==> src/rtl/tick_divider_pkg.sv <==
// Shared types and default timebase constants for tick_divider.
// Defaults give a 1 s / 1 min / 1 h cascade.
package tick_divider_pkg;

  localparam int unsigned CNT_W_DEF      = 32;
  localparam int unsigned PERIOD_RST_DEF = 10;
  localparam int unsigned NUM_CH_DEF     = 2;
  localparam int unsigned RATIO_W_DEF    = 8;

  localparam logic [15:0] RATIOS_DEF = {8'd60, 8'd60};

  // Base-counter action for one clock edge, in priority order.
  typedef enum logic [1:0] {
    OP_HOLD,
    OP_COUNT,
    OP_LOAD,
    OP_CLEAR
  } base_op_e;

endpackage

==> src/rtl/tick_stage.sv <==
// One cascaded divider stage: emits out_tick on every RATIO-th in_tick.
// A pulse that arrives while en is low is remembered, not dropped.
module tick_stage #(
  parameter int unsigned          RATIO_W = 8,
  parameter logic [RATIO_W-1:0]   RATIO   = 8'd60
) (
  input  logic clk,
  input  logic rst_n,
  input  logic en,
  input  logic clr,
  input  logic in_tick,
  output logic out_tick
);

  localparam logic [RATIO_W-1:0] ONE  = RATIO_W'(1);
  localparam logic [RATIO_W-1:0] LAST =
    (RATIO == '0) ? '0 : RATIO - ONE;

  logic [RATIO_W-1:0] cnt;
  logic               pend;
  logic               fire;

  assign fire = in_tick | pend;

  // Stage counter with wrap, gap-preserving pending bit.
  always_ff @(posedge clk) begin
    if (!rst_n) begin
      cnt      <= '0;
      pend     <= 1'b0;
      out_tick <= 1'b0;
    end else if (clr) begin
      cnt      <= '0;
      pend     <= 1'b0;
      out_tick <= 1'b0;
    end else if (!en) begin
      pend     <= pend | in_tick;
      out_tick <= 1'b0;
    end else begin
      pend <= 1'b0;
      if (fire && cnt >= LAST) begin
        cnt      <= '0;
        out_tick <= 1'b1;
      end else if (fire) begin
        cnt      <= cnt + ONE;
        out_tick <= 1'b0;
      end else begin
        out_tick <= 1'b0;
      end
    end
  end

endmodule

==> src/rtl/tick_divider.sv <==
// Programmable base tick plus NUM_CH cascaded divider stages.
// Priority: reset > clear > period load > enable.
module tick_divider
  import tick_divider_pkg::*;
#(
  parameter int unsigned CNT_W      = CNT_W_DEF,
  parameter int unsigned PERIOD_RST = PERIOD_RST_DEF,
  parameter int unsigned NUM_CH     = NUM_CH_DEF,
  parameter int unsigned RATIO_W    = RATIO_W_DEF,
  parameter logic [NUM_CH*RATIO_W-1:0] RATIOS = RATIOS_DEF
) (
  input  logic              clk,
  input  logic              rst_n,
  input  logic              en,
  input  logic              clr,
  input  logic              period_load,
  input  logic [CNT_W-1:0]  period_in,
  output logic              tick_base,
  output logic [NUM_CH-1:0] ch_tick,
  output logic [CNT_W-1:0]  period_q,
  output logic [CNT_W-1:0]  base_cnt
);

  localparam logic [CNT_W-1:0] ONE = CNT_W'(1);
  localparam logic [CNT_W-1:0] PERIOD_INIT =
    (PERIOD_RST == 0) ? ONE : CNT_W'(PERIOD_RST);

  base_op_e         op;
  logic [CNT_W-1:0] period_nxt;
  logic             term;
  logic [NUM_CH-1:0] stage_in;

  assign period_nxt = (period_in == '0) ? ONE : period_in;
  assign term       = base_cnt >= (period_q - ONE);

  // Decode this edge's base-counter action.
  always_comb begin
    op = OP_HOLD;
    unique case (1'b1)
      clr:                         op = OP_CLEAR;
      !clr && period_load:         op = OP_LOAD;
      !clr && !period_load && en:  op = OP_COUNT;
      default:                     op = OP_HOLD;
    endcase
  end

  // Period register; a load also lands during a clear.
  always_ff @(posedge clk) begin
    if (!rst_n) begin
      period_q <= PERIOD_INIT;
    end else if (period_load) begin
      period_q <= period_nxt;
    end
  end

  // Base counter and its one-cycle terminal pulse.
  always_ff @(posedge clk) begin
    if (!rst_n) begin
      base_cnt  <= '0;
      tick_base <= 1'b0;
    end else begin
      unique case (op)
        OP_CLEAR, OP_LOAD: begin
          base_cnt  <= '0;
          tick_base <= 1'b0;
        end
        OP_COUNT: begin
          if (term) begin
            base_cnt  <= '0;
            tick_base <= 1'b1;
          end else begin
            base_cnt  <= base_cnt + ONE;
            tick_base <= 1'b0;
          end
        end
        default: begin
          tick_base <= 1'b0;
        end
      endcase
    end
  end

  for (genvar k = 0; k < NUM_CH; k++) begin : g_stage
    if (k == 0) begin : g_first
      assign stage_in[k] = tick_base;
    end else begin : g_next
      assign stage_in[k] = ch_tick[k-1];
    end

    tick_stage #(
      .RATIO_W (RATIO_W),
      .RATIO   (RATIOS[k*RATIO_W +: RATIO_W])
    ) u_stage (
      .clk      (clk),
      .rst_n    (rst_n),
      .en       (en),
      .clr      (clr),
      .in_tick  (stage_in[k]),
      .out_tick (ch_tick[k])
    );
  end

endmodule

==> config.mk <==
export PLATFORM = sky130hd
export DESIGN_NAME = tick_divider
export DESIGN_NICKNAME = d
export VERILOG_FILES = /design/src/rtl/tick_divider_pkg.sv /design/src/rtl/tick_stage.sv /design/src/rtl/tick_divider.sv
export SDC_FILE = /design/constraint.sdc
export NUM_CORES = 1
export LEC_CHECK = 0
export CAP_MARGIN = 40
export CORE_ASPECT_RATIO = 0.8
export CORE_UTILIZATION = 47
export CTS_CLUSTER_SIZE = 30
export DETAILED_ROUTE_END_ITERATION = 10
export PLACE_DENSITY = 0.8
export SYNTH_ARGS = -nofsm -noshare
export SYNTH_HDL_FRONTEND = slang
export SYNTH_SLANG_ARGS = --single-unit
==> constraint.sdc <==
create_clock -name clk -period 11.02 [get_ports clk]
set_clock_uncertainty 0.05 [all_clocks]
set_input_delay 1.102 -clock clk [delete_from_list [all_inputs] [get_ports clk]]
set_output_delay 1.102 -clock clk [all_outputs]
set_load 0.005 [all_outputs]
== After elaboration in Yosys (flattened, before gate mapping) ==
Index checks and enable logic that the tools add are counted.
Widths: inputs -> output; s select.
Word-level totals
  flip-flop bits (word level): 85
  logic and storage cells: 52
Cells by class
  order comparisons: 3
  muxes and demuxes: 11
  bitwise logic cells: 4
  eq/ne operators: 3
  reductions and logical operators: 18
  add/sub/neg operators: 4
Operators by type and width (number)
  $mux 32: 2
  $pmux 32 s2: 1
  $add 32x1->32 const B: 1
  $ge 32x32->1: 1
  $logic_not 32->1: 1
  $mux 8: 4
  $sub 32x1->32 const B: 1
  $add 8x1->8 const B: 2
  $ge 8x6->1 const B: 2
  $pmux 2 s3: 1
  $reduce_and 2->1: 3
  $reduce_bool 2->1: 3
  $reduce_or 3->1: 2
  $logic_and 1x1->1: 5
  $eq 2x2->1 const B: 2
  $reduce_or 2->1: 2
  $mux 1: 3
  $eq 2x1->1 const B: 1
  $logic_not 1->1: 2
  $not 1->1: 2
  $or 1x1->1: 2

== Longest topological paths before layout ==
  depth after elaboration: 7
  gate-level depth with buffers: 17
  gate-level depth less buffers: 15

== Cells and area by module ==
Synthesis repeated with hierarchy kept, for this count alone.
Second synthesis, totals
  cells, all modules: 649
  area, all modules: 5348.9 sq um
By module, submodules not included
  tick_divider: instances 1, area each 4460.5 sq um, cells an instance 555
  tick_stage: instances 2, area each 444.2 sq um, cells an instance 47

== Least setup slack after synthesis ==
OpenSTA, ideal clock, no wires.
  path kind: register to register
  start point: reg period_q[0]
  end point: reg base_cnt[29]
  data required time: 10.905 ns
  arrival: 4.435 ns
  path buffers: 2
  clock period less this slack: 4.550 ns
  setup time: 0.065 ns
  cell stages (with the launch flop): 17
  setup slack: 6.470 ns
  cells stage by stage: dfxtp_1 > inv_1 > ha_1 > or4b_2 > or3_1 > or4_4 > nor3_1 > xnor2_1 > ha_1 > and2_0 > a221o_1 > a22o_1 > or4_1 > clkbuf_1 > clkbuf_1 > o311ai_0 > nor2b_1
On the way
  word-level cells in the longest chain between the ends: 4
Ends and longest elaborated chain
  from (decl): line tick_divider.sv:20  | output logic [CNT_W-1:0] period_q,
  from (signal assigned): line tick_divider.sv:52  | period_q <= period_nxt;
  $sub 32x1->32: line tick_divider.sv:34  | assign term = base_cnt >= (period_q - ONE);
  $ge 32x32->1: line tick_divider.sv:34
  $mux 32: line tick_divider.sv:68  | if (term) begin
  $pmux 32 s2: line tick_divider.sv:62  | unique case (op)
  to (signal assigned): line tick_divider.sv:72  | base_cnt <= base_cnt + ONE;
  to (decl): line tick_divider.sv:21  | output logic [CNT_W-1:0] base_cnt
No other way between the ends.
A chain may end at the register's enable or synchronous reset.

== Final worst setup path ==
  start point: reg period_q[0]
  end point: reg base_cnt[30]
Same word-level chain as after synthesis.

==> results.sh <==
export IMPL_placed_area_sq_mm=0.006168
export IMPL_grt_pass1_vias=4651
export IMPL_async_flop_share_pct=0
export IMPL_synth_most_common_cell="dfxtp_1"
export IMPL_outcome="finished, final reports clean"
export IMPL_power_density_mw_per_mm2=115.1
export IMPL_wl_per_cell_microns=17.08
export IMPL_h_tree_depth=3
export IMPL_switching_share_pct=24.88
export IMPL_period_share_pct=46.74
export IMPL_synth_seq_area_share_pct=33.80
export IMPL_hold_path_class="flip-flop to flip-flop"
export IMPL_wl_microns=14280
export IMPL_max_slew_margin_pct=53.58
export IMPL_power_frac_comb_pct=11.1
export IMPL_p_clk_share_pct=45.3
export IMPL_max_stage_delay_ps=790
export IMPL_syn_avg_cell_area_sq_um=8.377
export IMPL_setup_violations=0
export IMPL_initial_core_util_pct=48.78
export IMPL_clock_root_buffer="clkbuf_16"
export IMPL_cp_start_kind="flip-flop"
export IMPL_critPathLaunch="period_q[0]"
export IMPL_grt_antenna_before_repair=0
export IMPL_finalWorstSetupSlack_ps=5870
export IMPL_synth_area_top_cells="dfxtp_1, ha_1, mux2i_1, nor2_1, xnor2_1"
export IMPL_crit_type="flip-flop to flip-flop"
export IMPL_clock_sinks=85
export IMPL_crit_chain="inv_1 > ha_1 > or4b_2 > or3_1 > or4_4 > nor3_1 > xnor2_1 > ha_1 > and2_0 > a221o_1 > a22o_1 > or4_1 > nor2_1 > a22o_1"
export IMPL_fp_dieW_microns=117.7
export IMPL_hold_viol=0
export IMPL_viasPerCell=5.903
export IMPL_overflow=0
export IMPL_clock_latency_ps=350
export IMPL_critical_path_slowest_cell="or4_1"
export IMPL_p_int_uw=561.9
export IMPL_grtUsageTotal_pct=25.55
export IMPL_seqCellArea_sq_mm=0.001702
export IMPL_fmax_mhz=194.2
export IMPL_vias=4935
export IMPL_fill_cells=860
export IMPL_syn_instance_count=601
export IMPL_synthFlopType="dfxtp_1"
export IMPL_grt_pass1_wl_microns=22850
export IMPL_synth_distinct_cells=50
export IMPL_vdd_drop_max_v=0.0001250
export IMPL_critPathBufInv=1
export IMPL_hold_buffers=0
export IMPL_clk_pin_slew_ps=70
export IMPL_cts_resized=0
export IMPL_hold_start="g_stage[0].u_stage.cnt[7]"
export IMPL_syn_num_nets=674
export IMPL_drt_pass1_iterations=5
export IMPL_fin_crit_ps=5150
export IMPL_synth_edff_count=0
export IMPL_ys_ff_latch=85
export IMPL_finish_utilization_pct=62.98
export IMPL_post_cts_buffers=0
export IMPL_cts_tree="done"
export IMPL_yosys_top_cells_count="dfxtp_1, nor2_1, nand2_1"
export IMPL_netlist_area_sq_mm=0.005035
export IMPL_arrival_ps=5390
export IMPL_area_growth_syn_to_layout_pct=29.13
export IMPL_cp_required_ps=11260
export IMPL_drt_initial_drc_count=293
export IMPL_rows=33
export IMPL_final_nets=764
export IMPL_io_buffers=103
export IMPL_coreArea_sq_mm=0.01032
export IMPL_die_area_sq_mm=0.01113
export IMPL_ioPinCount=104
export IMPL_routabilityCongestion=0.8394
export IMPL_die_h_microns=94.58
export IMPL_sequentialPowerShare_pct=43.6
export IMPL_worst_pin_slew_ps=696.3
export IMPL_r2r_start="period_q[0]"
export IMPL_pre_cts_ws_ps=5962
export IMPL_finalInstanceArea_sq_mm=0.006501
export IMPL_power_switching_uw=186.1
export IMPL_final_max_slew_viol_count=0
export IMPL_netlist_area_leader_share_pct=33.80
export IMPL_drive_above_1_share_pct=5.460
export IMPL_drc=0
export IMPL_dp_hpwl_microns=10760
export IMPL_cts_buffer_depth=2
export IMPL_final_antenna_net_count=0
export IMPL_endpoint_kind="flip-flop"
export IMPL_tns_ps=0
export IMPL_yosys_area_top_type="dfxtp_1"
export IMPL_multi_input_area_sq_mm=0.003163
export IMPL_critPathTopFamily="simple AND/OR/NAND/NOR gates"
export IMPL_cp_max_fo=16
export IMPL_p_leak_uw=0.002362
export IMPL_drv_cap=0
export IMPL_rsz0062_at_grt="false"
export IMPL_diodes=0
export IMPL_ys_warnings_count=0
export IMPL_grt_max_degree=39
export IMPL_cts_buffers=9
[tightest hold or removal path, stage by stage, from the launching register on]
cell and delay [ps]:
dfxtp_1 340, a31oi_1 40, nor2_1 80
[final timing paths]
path	end	slack, ps	depth (start not counted)
setup / recovery	base_cnt[30]	5870	14
hold / removal	g_stage[0].u_stage.cnt[7]	440	2
setup reg to reg	base_cnt[30]	5870	14
hold reg to reg	g_stage[0].u_stage.cnt[7]	440	2
[per-stage QoR]
step                total power (uW)  std cells  hold WS [ps]
detailed placement             414.9        820         417.0
global route                   770.0        836         464.7
floorplan                      372.6        601         379.8
global placement               410.6        819         391.9
CTS                            750.4        836         440.4
finish                         748.0        836         440.5
[power groups by stage]
stage | logic [uW] | clock network (uW) | registers, uW
2_1_floorplan | 42.3 | 0 | 330
3_3_place_gp | 78.6 | 0 | 332
3_5_place_dp | 82.2 | 0 | 333
4_1_cts | 82.8 | 342 | 326
5_1_grt | 90.1 | 353 | 327
6_report | 82.8 | 339 | 326
[per-layer routing]
metal	track usage [%]	up-vias	routed length, microns
li1	-	2406	-
met1	33.97	2337	6655
met2	42.11	174	6514
met3	4.710	18	901
met4	8.013	0	205
met5	0	-	0
[registers in the layout (all words and copies together) (netlist names)]
register	count
tick_base	1
g_stage.u_stage.cnt	16
g_stage.u_stage.out_tick	2
base_cnt	32
period_q	32
g_stage.u_stage.pend	2
[final cells by class]
cell class,instances,area share [%]
timing repair buffer,110,16.55
sequential,85,26.17
clock inverter,7,1.655
inverter,14,0.8083
clock buffer,9,3.464
multi-input combinational,471,48.65
tap,140,2.694
[cells by family (layout without fill, tap and decap cells)]
kind of cell               Yosys count  in the layout  synth area share (%)
AOI/OAI and AO/OA                   99             99                 13.32
and+or+nand+nor                    265            265                 27.29
xor gates and xnor gates            39             39                 6.784
muxes                               32             32                 6.362
adders and majority gates           36             36                 8.946
buffers and inverters               45            140                 3.504
DFF                                 85             85                 33.80
[layout by cell type (no fill, tap or decap), types with 6 or more instances in the layout]
| cell | count |
|---|---|
| or3_1 | 11 |
| nand4_1 | 23 |
| nand2_1 | 41 |
| clkdlybuf4s50_1 | 102 |
| dfxtp_1 | 85 |
| nand3_1 | 22 |
| o21ai_0 | 11 |
| buf_4 | 6 |
| nor3_1 | 22 |
| xnor2_1 | 29 |
| inv_1 | 14 |
| xor2_1 | 10 |
| mux2i_1 | 32 |
| nor2_1 | 77 |
| or4_1 | 11 |
| a22o_1 | 6 |
| a31oi_1 | 29 |
| and3_1 | 6 |
| a21oi_1 | 17 |
| nor4_1 | 24 |
| ha_1 | 36 |
| o211ai_1 | 6 |
| clkbuf_16 | 9 |
(Power assumes the default switching activity.)
